--- config.mk ---
export PLATFORM = sky130hd
export DESIGN_NAME = cla_nibble_sequencer
export DESIGN_NICKNAME = d
export VERILOG_FILES = /design/src/rtl/cla_nibble_sequencer.sv
export SDC_FILE = /design/constraint.sdc
export NUM_CORES = 1
export LEC_CHECK = 0
export BUFFER_PORTS_ARGS = -buffer_cell sky130_fd_sc_hd__buf_2
export CAP_MARGIN = 20
export CORE_MARGIN = 2
export CORE_UTILIZATION = 30
export CTS_CLUSTER_SIZE = 30
export DETAILED_ROUTE_END_ITERATION = 7
export GPL_TIMING_DRIVEN = 1
export PLACE_DENSITY_LB_ADDON = 0.15
export REMOVE_ABC_BUFFERS = 1
export SLEW_MARGIN = 10
export SYNTH_ARGS = -nofsm -noshare
export SYNTH_HDL_FRONTEND = slang
export SYNTH_HIERARCHICAL = 1
export SYNTH_SLANG_ARGS = --single-unit
--- constraint.sdc ---
create_clock -name clk -period 3.1 [get_ports clk]
set_input_delay 0.62 -clock clk [delete_from_list [all_inputs] [get_ports clk]]
set_output_delay 0.62 -clock clk [all_outputs]
set_load 0.01 [all_outputs]
--- src/rtl/cla_nibble_sequencer.sv ---
// ---------------------------------------------------------------------------
// cla_nibble_sequencer
//
// Multi-cycle WIDTH-bit add/subtract engine built around a single shared
// 4-bit carry-lookahead slice. An accepted operation is processed one nibble
// per cycle, from the least significant nibble to the most significant one.
// The result is returned through a valid/ready handshake.
//
// Ports:
//   clk        single clock; all state updates on the rising edge
//   rst_n      synchronous active-low reset
//   in_valid   requester presents an operation
//   in_ready   block can accept an operation this cycle (IDLE only)
//   a, b       WIDTH-bit operands
//   sub        1 = a - b, 0 = a + b
//   cin        carry-in for add; for subtract, cin = 1 also subtracts one
//   out_valid  result available (DONE)
//   out_ready  consumer takes the result
//   sum        WIDTH-bit result
//   cout       carry out of the top bit; for subtract, 1 = no borrow
//   ovf        signed two's-complement overflow
//   busy       high while an operation is running or waiting to be taken
//
// WIDTH must be a multiple of 4 and at least 4.
// ---------------------------------------------------------------------------

// 4-bit carry-lookahead slice. It produces the nibble sum and the group
// propagate/generate terms, which the sequencer uses to form the next carry.
module cla4_slice (
  input  logic [3:0] a,
  input  logic [3:0] b,
  input  logic       cin,
  output logic [3:0] sum,
  output logic       pg,
  output logic       gg
);

  logic [3:0] p;
  logic [3:0] g;
  logic [3:0] c;

  assign p = a ^ b;
  assign g = a & b;

  // All internal carries are computed directly from cin, without rippling.
  assign c[0] = cin;
  assign c[1] = g[0] | (p[0] & cin);
  assign c[2] = g[1] | (p[1] & g[0]) | (p[1] & p[0] & cin);
  assign c[3] = g[2] | (p[2] & g[1]) | (p[2] & p[1] & g[0])
              | (p[2] & p[1] & p[0] & cin);

  assign sum = p ^ c;
  assign pg  = &p;
  assign gg  = g[3] | (p[3] & g[2]) | (p[3] & p[2] & g[1])
             | (p[3] & p[2] & p[1] & g[0]);

endmodule

module cla_nibble_sequencer #(
  parameter int WIDTH = 16
) (
  input  logic             clk,
  input  logic             rst_n,
  input  logic             in_valid,
  output logic             in_ready,
  input  logic [WIDTH-1:0] a,
  input  logic [WIDTH-1:0] b,
  input  logic             sub,
  input  logic             cin,
  output logic             out_valid,
  input  logic             out_ready,
  output logic [WIDTH-1:0] sum,
  output logic             cout,
  output logic             ovf,
  output logic             busy
);

  localparam int NNIB = WIDTH / 4;
  localparam int CW   = (NNIB > 1) ? $clog2(NNIB) : 1;
  localparam logic [CW-1:0] LAST = CW'(NNIB - 1);

  typedef enum logic [1:0] {
    IDLE = 2'd0,
    RUN  = 2'd1,
    DONE = 2'd2
  } state_t;

  state_t           state;
  state_t           state_nxt;

  logic [WIDTH-1:0] opa;
  logic [WIDTH-1:0] opb;
  logic [WIDTH-1:0] work;
  logic [WIDTH-1:0] sum_full;
  logic [CW-1:0]    cnt;
  logic             carry;

  logic [CW+1:0]    base;
  logic [3:0]       nib_a;
  logic [3:0]       nib_b;
  logic [3:0]       nib_sum;
  logic             pg;
  logic             gg;
  logic             carry_nxt;
  logic             accept;
  logic             last;

  // Bit offset of the nibble being processed this cycle.
  assign base  = {cnt, 2'b00};
  assign nib_a = opa[base +: 4];
  assign nib_b = opb[base +: 4];

  cla4_slice u_slice (
    .a   (nib_a),
    .b   (nib_b),
    .cin (carry),
    .sum (nib_sum),
    .pg  (pg),
    .gg  (gg)
  );

  assign carry_nxt = gg | (pg & carry);
  assign accept    = in_valid & in_ready;
  assign last      = (cnt == LAST);

  // Working sum with the current slice output merged in, so the final
  // nibble can be written to the result register on the same edge.
  always_comb begin
    sum_full = work;
    sum_full[base +: 4] = nib_sum;
  end

  // Next-state and handshake outputs.
  always_comb begin
    state_nxt = state;
    in_ready  = 1'b0;
    out_valid = 1'b0;
    busy      = 1'b0;
    case (state)
      IDLE: begin
        in_ready = 1'b1;
        if (in_valid) state_nxt = RUN;
      end
      RUN: begin
        busy = 1'b1;
        if (last) state_nxt = DONE;
      end
      DONE: begin
        busy      = 1'b1;
        out_valid = 1'b1;
        if (out_ready) state_nxt = IDLE;
      end
      default: state_nxt = IDLE;
    endcase
  end

  // State register.
  always_ff @(posedge clk) begin
    if (!rst_n) state <= IDLE;
    else        state <= state_nxt;
  end

  // Operand capture, per-nibble datapath and result registers. The result
  // registers are written only on the edge that enters DONE, so they keep
  // the last result through IDLE and the next run.
  always_ff @(posedge clk) begin
    if (!rst_n) begin
      opa   <= '0;
      opb   <= '0;
      work  <= '0;
      cnt   <= '0;
      carry <= 1'b0;
      sum   <= '0;
      cout  <= 1'b0;
      ovf   <= 1'b0;
    end else begin
      case (state)
        IDLE: begin
          if (accept) begin
            // Subtraction is a + ~b + 1; cin = 1 removes the +1.
            opa   <= a;
            opb   <= sub ? ~b : b;
            carry <= cin ^ sub;
            cnt   <= '0;
          end
        end
        RUN: begin
          work[base +: 4] <= nib_sum;
          carry           <= carry_nxt;
          if (last) begin
            sum  <= sum_full;
            cout <= carry_nxt;
            ovf  <= (opa[WIDTH-1] == opb[WIDTH-1]) &
                    (sum_full[WIDTH-1] != opa[WIDTH-1]);
            // Park the counter at zero so it never points past the top nibble.
            cnt  <= '0;
          end else begin
            cnt <= cnt + 1'b1;
          end
        end
        default: ;
      endcase
    end
  end

endmodule

* Word level (Yosys, flattened, before mapping)
Index checks and enable logic that the tools add are counted.
Cells by class: multiply operators 0, muxes and demuxes 14, bitwise operators 32, reductions and logical operators 8, add/sub/neg operators 2, shift operators 4, equal/unequal tests 9, order comparisons 0, divide/modulo/power cells 0
Operators by type and width (number):
- 16-bit by 5-bit variable part select with 4-bit output | 2
- 1-bit bitwise AND | 17
- 16-bit bitwise mux | 1
- 16-bit two-way mux | 1
- 16-bit NOT | 1
- 4-bit by 6-bit variable shift with 16-bit output (first input constant) | 1
- 4-bit by 6-bit variable part select with 16-bit output | 1
- 2-bit two-way mux | 5
- 1-bit bitwise OR | 10
- 2-bit inequality test (second input constant) | 4
- 4-bit bitwise XOR | 2
- 4-bit negator with 6-bit output | 1
- 2-bit one-hot mux with 3 select lines | 1
- 2-bit AND reduction | 3
- 4-bit bitwise AND | 1
- 2-bit equality test (second input constant) | 2
- 1-bit two-way mux | 4
- 2-bit one-hot mux with 2 select lines | 1
- 4-bit AND reduction | 1
- 3-bit AND reduction | 1
- 2-bit by 1-bit adder with 2-bit output (second input constant) | 1
- 2-bit by 1-bit equality test with 1-bit output (second input constant) | 1
- 2-bit zero test | 1
- 1-bit one-hot mux with 2 select lines | 1
- other kinds (5) | 5
Storage, ports and cells: word-level logic and storage cells 78, memories 0, bits in latches 0, memory bits (read-only) 0, register bits 71, bits in writable memories 0, input bits 38, output and inout bits 21

* Longest topological paths before layout
depth after elaboration 11, gate-level depth with buffers 9, depth with buffers taken out 8

* Cells and area by module
Netlist, hierarchy kept.
Modules (own cells, without submodules):
- cla_nibble_sequencer | times used 1, cells an instance 361, area an instance 3273.1 µm², sequential area each 1421.4 µm²
- cla4_slice | times used 1, cells an instance 22, area an instance 182.7 µm², sequential area each 0.0 µm²

* Worst setup path after synthesis
No wires, ideal clock.
kind reg-to-reg, start point register cnt[0], end point register ovf, setup slack 207 ps, stages on the path, launching flop included 10, setup time 77 ps, clock period less this slack 2893 ps, arrival 2816 ps, required time 3023 ps, buffers on the path 1, path through dfxtp_1 > buf_4 > mux4_2 > ha_1 > a21oi_1 > nand3_1 > xor2_1 > and4bb_4 > or3_4 > a41oi_2
On the way: longest elaborated chain between the ends 11, elaborated cells on any way between the ends 28, those cells by class add/sub: 1; eq/ne: 2; shift: 4; mux: 1; bitwise: 19; reduce/logical: 1
RTL lines:
- from (decl) | line 95 | logic [CW-1:0] cnt;
- from (signal assigned) | line 198 | cnt <= cnt + 1'b1;
- 16-bit by 5-bit variable part select with 4-bit output (*) | line 110 | assign nib_a = opa[base +: 4];
- via nib_a[2] | line 99 | logic [3:0] nib_a;
- 4-bit bitwise XOR | line 42 | assign p = a ^ b;
- 1-bit bitwise AND (on tied branches) | line 49, 50
- 1-bit bitwise OR, or another cell as far along | line 49 | assign c[3] = g[2] | (p[2] & g[1]) | (p[2] & p[1] & g[0])
- 1-bit bitwise OR or 1-bit bitwise AND (tied branches) | line 49, 50
- 1-bit bitwise OR (*) | line 50 | | (p[2] & p[1] & p[0] & cin);
- 4-bit bitwise XOR (*) | line 52 | assign sum = p ^ c;
- via nib_sum[3] | line 101 | logic [3:0] nib_sum;
- 4-bit by 6-bit variable part select with 16-bit output (*) | line 130 | sum_full[base +: 4] = nib_sum;
- 16-bit bitwise mux (*) | line 130
- 1-bit inequality test (*) | line 194 | (sum_full[WIDTH-1] != opa[WIDTH-1]);
- 1-bit bitwise AND (*) | line 193 | ovf <= (opa[WIDTH-1] == opb[WIDTH-1]) &
- to (signal assigned) | line 193
- to (decl) | line 74 | output logic ovf,
The timed path passes the listed nets; every way through them passes the cells marked *. A chain may end at the register's enable or synchronous reset.

* Worst setup path in the final report
Same ends and word-level chain as after synthesis.

==> results.sh <==
export IMPL_core_area_mm2=0.0113
export IMPL_wl_per_cell_um=14.0
export IMPL_grt_pass1_vias=2641
export IMPL_drcViolationCount=0
export IMPL_power_total_mw=2.45
export IMPL_ys_seq_area_share_pct=41.1
export IMPL_worst_r2r_cell_count=8
export IMPL_post_route_period_util_pct=91.3
export IMPL_cts_made_buffers=9
export IMPL_hpwl_mm=5.53
export IMPL_synth_top_area_share_pct=41.1
export IMPL_hold_viol=0
export IMPL_avgSynthCellArea_um2=9.02
export IMPL_ioPinCount=59
export IMPL_setup_worst_path_start_class="flip-flop"
export IMPL_dieWidth_um=111
export IMPL_final_nets=483
export IMPL_grt_pass1_wl_mm=13.5
export IMPL_ant_nets=0
export IMPL_hold_class="reg -> reg"
export IMPL_first_iter_violations=108
export IMPL_path_max_fanout=7
export IMPL_syn_area_mm2=0.00346
export IMPL_grt_usage_pct=13.4
export IMPL_powerDensity_mw_per_mm2=597
export IMPL_endpoint_kind="flip-flop"
export IMPL_clk_latency_ns=0.33
export IMPL_antennaDiodeCount=0
export IMPL_async_reset_ff_share_pct=0
export IMPL_dieArea_mm2=0.0124
export IMPL_crit_required_ns=3.36
export IMPL_cts_sinks=71
export IMPL_rows=39
export IMPL_fin_setup_tns_ns=0
export IMPL_fin_util_pct=36.3
export IMPL_met1_length_mm=4.02
export IMPL_routed_via_density=4.91
export IMPL_cellLeakagePower_nw=1.66
export IMPL_cts_buffer_depth=2
export IMPL_highest_layer="met4"
export IMPL_yosys_register_bits=71
export IMPL_tightest_slew_ns=0.859
export IMPL_dr_pass1_iters=4
export IMPL_cts_resized=0
export IMPL_slew_viol_final=0
export IMPL_final_common_cell="dfxtp_1"
export IMPL_min_period_ns=2.83
export IMPL_rsz0062_at_grt="false"
export IMPL_drive_gt1_share_pct=24.0
export IMPL_wl_met3_um=321
export IMPL_ys_warn_count=6
export IMPL_place_area_mm2=0.00383
export IMPL_setup_viol=0
export IMPL_status="complete, no violations"
export IMPL_vdd_drop_max_mv=0.222
export IMPL_ys_types=38
export IMPL_max_freq_ghz=0.353
export IMPL_yosys_area_top_type="dfxtp_1"
export IMPL_die_h_um=111
export IMPL_start_util_pct=30.5
export IMPL_cts_tree="done"
export IMPL_synth_area_leaders="dfxtp_1, a21oi_1, ha_1, mux4_2, xnor2_1"
export IMPL_grt_antenna_before_repair=0
export IMPL_post_cts_setup_buffers=0
export IMPL_cts_root_buf="clkbuf_16"
export IMPL_via_count=2828
export IMPL_arrival_ns=3.09
export IMPL_portBuffers=58
export IMPL_met2_length_mm=3.61
export IMPL_area_growth_pct=18.9
export IMPL_holdPathStages=2
export IMPL_overflow=0
export IMPL_layout_common_cells="dfxtp_1, buf_2, a21oi_1"
export IMPL_drt_total_wl_mm=8.04
export IMPL_drv_cap=0
export IMPL_regToRegSetupSlack_ns=0.27
export IMPL_ctsHtreeMaxLevel=3
export IMPL_synth_edf_count=0
export IMPL_clk_pin_slew_ns=0.06
export IMPL_grt_max_degree=49
export IMPL_routabilityCongestion=0.749
export IMPL_skew_ns=0.00729
export IMPL_finalInstanceArea_mm2=0.00411
export IMPL_crit_type="reg -> reg"
export IMPL_ys_flop_type="dfxtp_1"
export IMPL_hold_buffers=0
export IMPL_synth_cells=383
export IMPL_slew_headroom_pct=42.4
through the flow:
stage | hold WS, ns | cells | worst slack, ns
final | 0.456 | 576 | 0.269
after detailed placement | 0.450 | 561 | 0.127
after global routing | 0.489 | 576 | 0.0796
after floorplan | 0.433 | 352 | 0.0900
after global placement | 0.446 | 561 | 0.212
after CTS | 0.459 | 576 | 0.113
metal layers:
metal  GRT usage, %  vias to the layer above
met5              0                        -
li1               -                     1441
met4           4.69                        0
met3           3.32                       11
met2           20.9                       59
met1           18.3                     1317
worst paths after layout:
path,start,endpoint
worst max-delay path,cnt[0],ovf
worst min register to register,opa[5],opa[5]
worst min-delay path,opa[5],opa[5]
worst max register to register,cnt[0],ovf
flip-flops by register name, summed over array words and instances, names as in the netlist:
signal	flops
state	2
sum	16
opa	16
cout	1
opb	16
carry	1
cnt	2
ovf	1
work	16
report_power, final:
part	total, mW	switching (mW)	internal [mW]
Clock	0.923	0.390	0.533
Combinational	0.511	0.315	0.196
Sequential	1.02	0.0432	0.977
Total	2.45	0.748	1.71
critical path, stage by stage, from the launching register on:
cell and delay, ns:
dfxtp_1 0.42, mux4_2 0.53, ha_1 0.40, a21oi_1 0.24
nand3_1 0.14, xor2_2 0.22, and4bb_4 0.25, or3_4 0.38
a41oi_2 0.18
kinds of logic (layout without fill, tap and decap cells):
kind of cell	after synthesis	count (layout)	synth area share (%)
and+or+nand+nor	114	114	16.5
AOI/OAI and AO/OA	112	112	20.2
DFF	71	71	41.1
buffers and inverters	41	91	5.54
xor gates and xnor gates	20	20	5.07
adders and majority gates	16	16	6.01
muxes	9	9	5.50
layout make-up:
cell class | instances | area, µm²
Sequential cell | 71 | 1420
Inverter | 10 | 37.5
Timing Repair Buffer | 66 | 350
Multi-Input combinational cell | 271 | 1860
Clock inverter | 6 | 38.8
Tap cell | 143 | 179
Fill cell | 1212 | 7210
Clock buffer | 9 | 225
synthesized netlist by cell type, drive strengths merged (2+ instances only):
library cell,instances
nand4,2
a21oi,54
buf,17
a211oi,17
nand3,5
xnor2,18
dfxtp,71
inv,10
nor2,37
and2b,4
xor2,2
nor2b,12
clkbuf,14
a21o,2
a32oi,17
ha,15
mux4,8
and2,3
nand2,40
nand2b,3
and4bb,5
o21ai,17
Note: power is estimated with default switching activity, not from simulation.
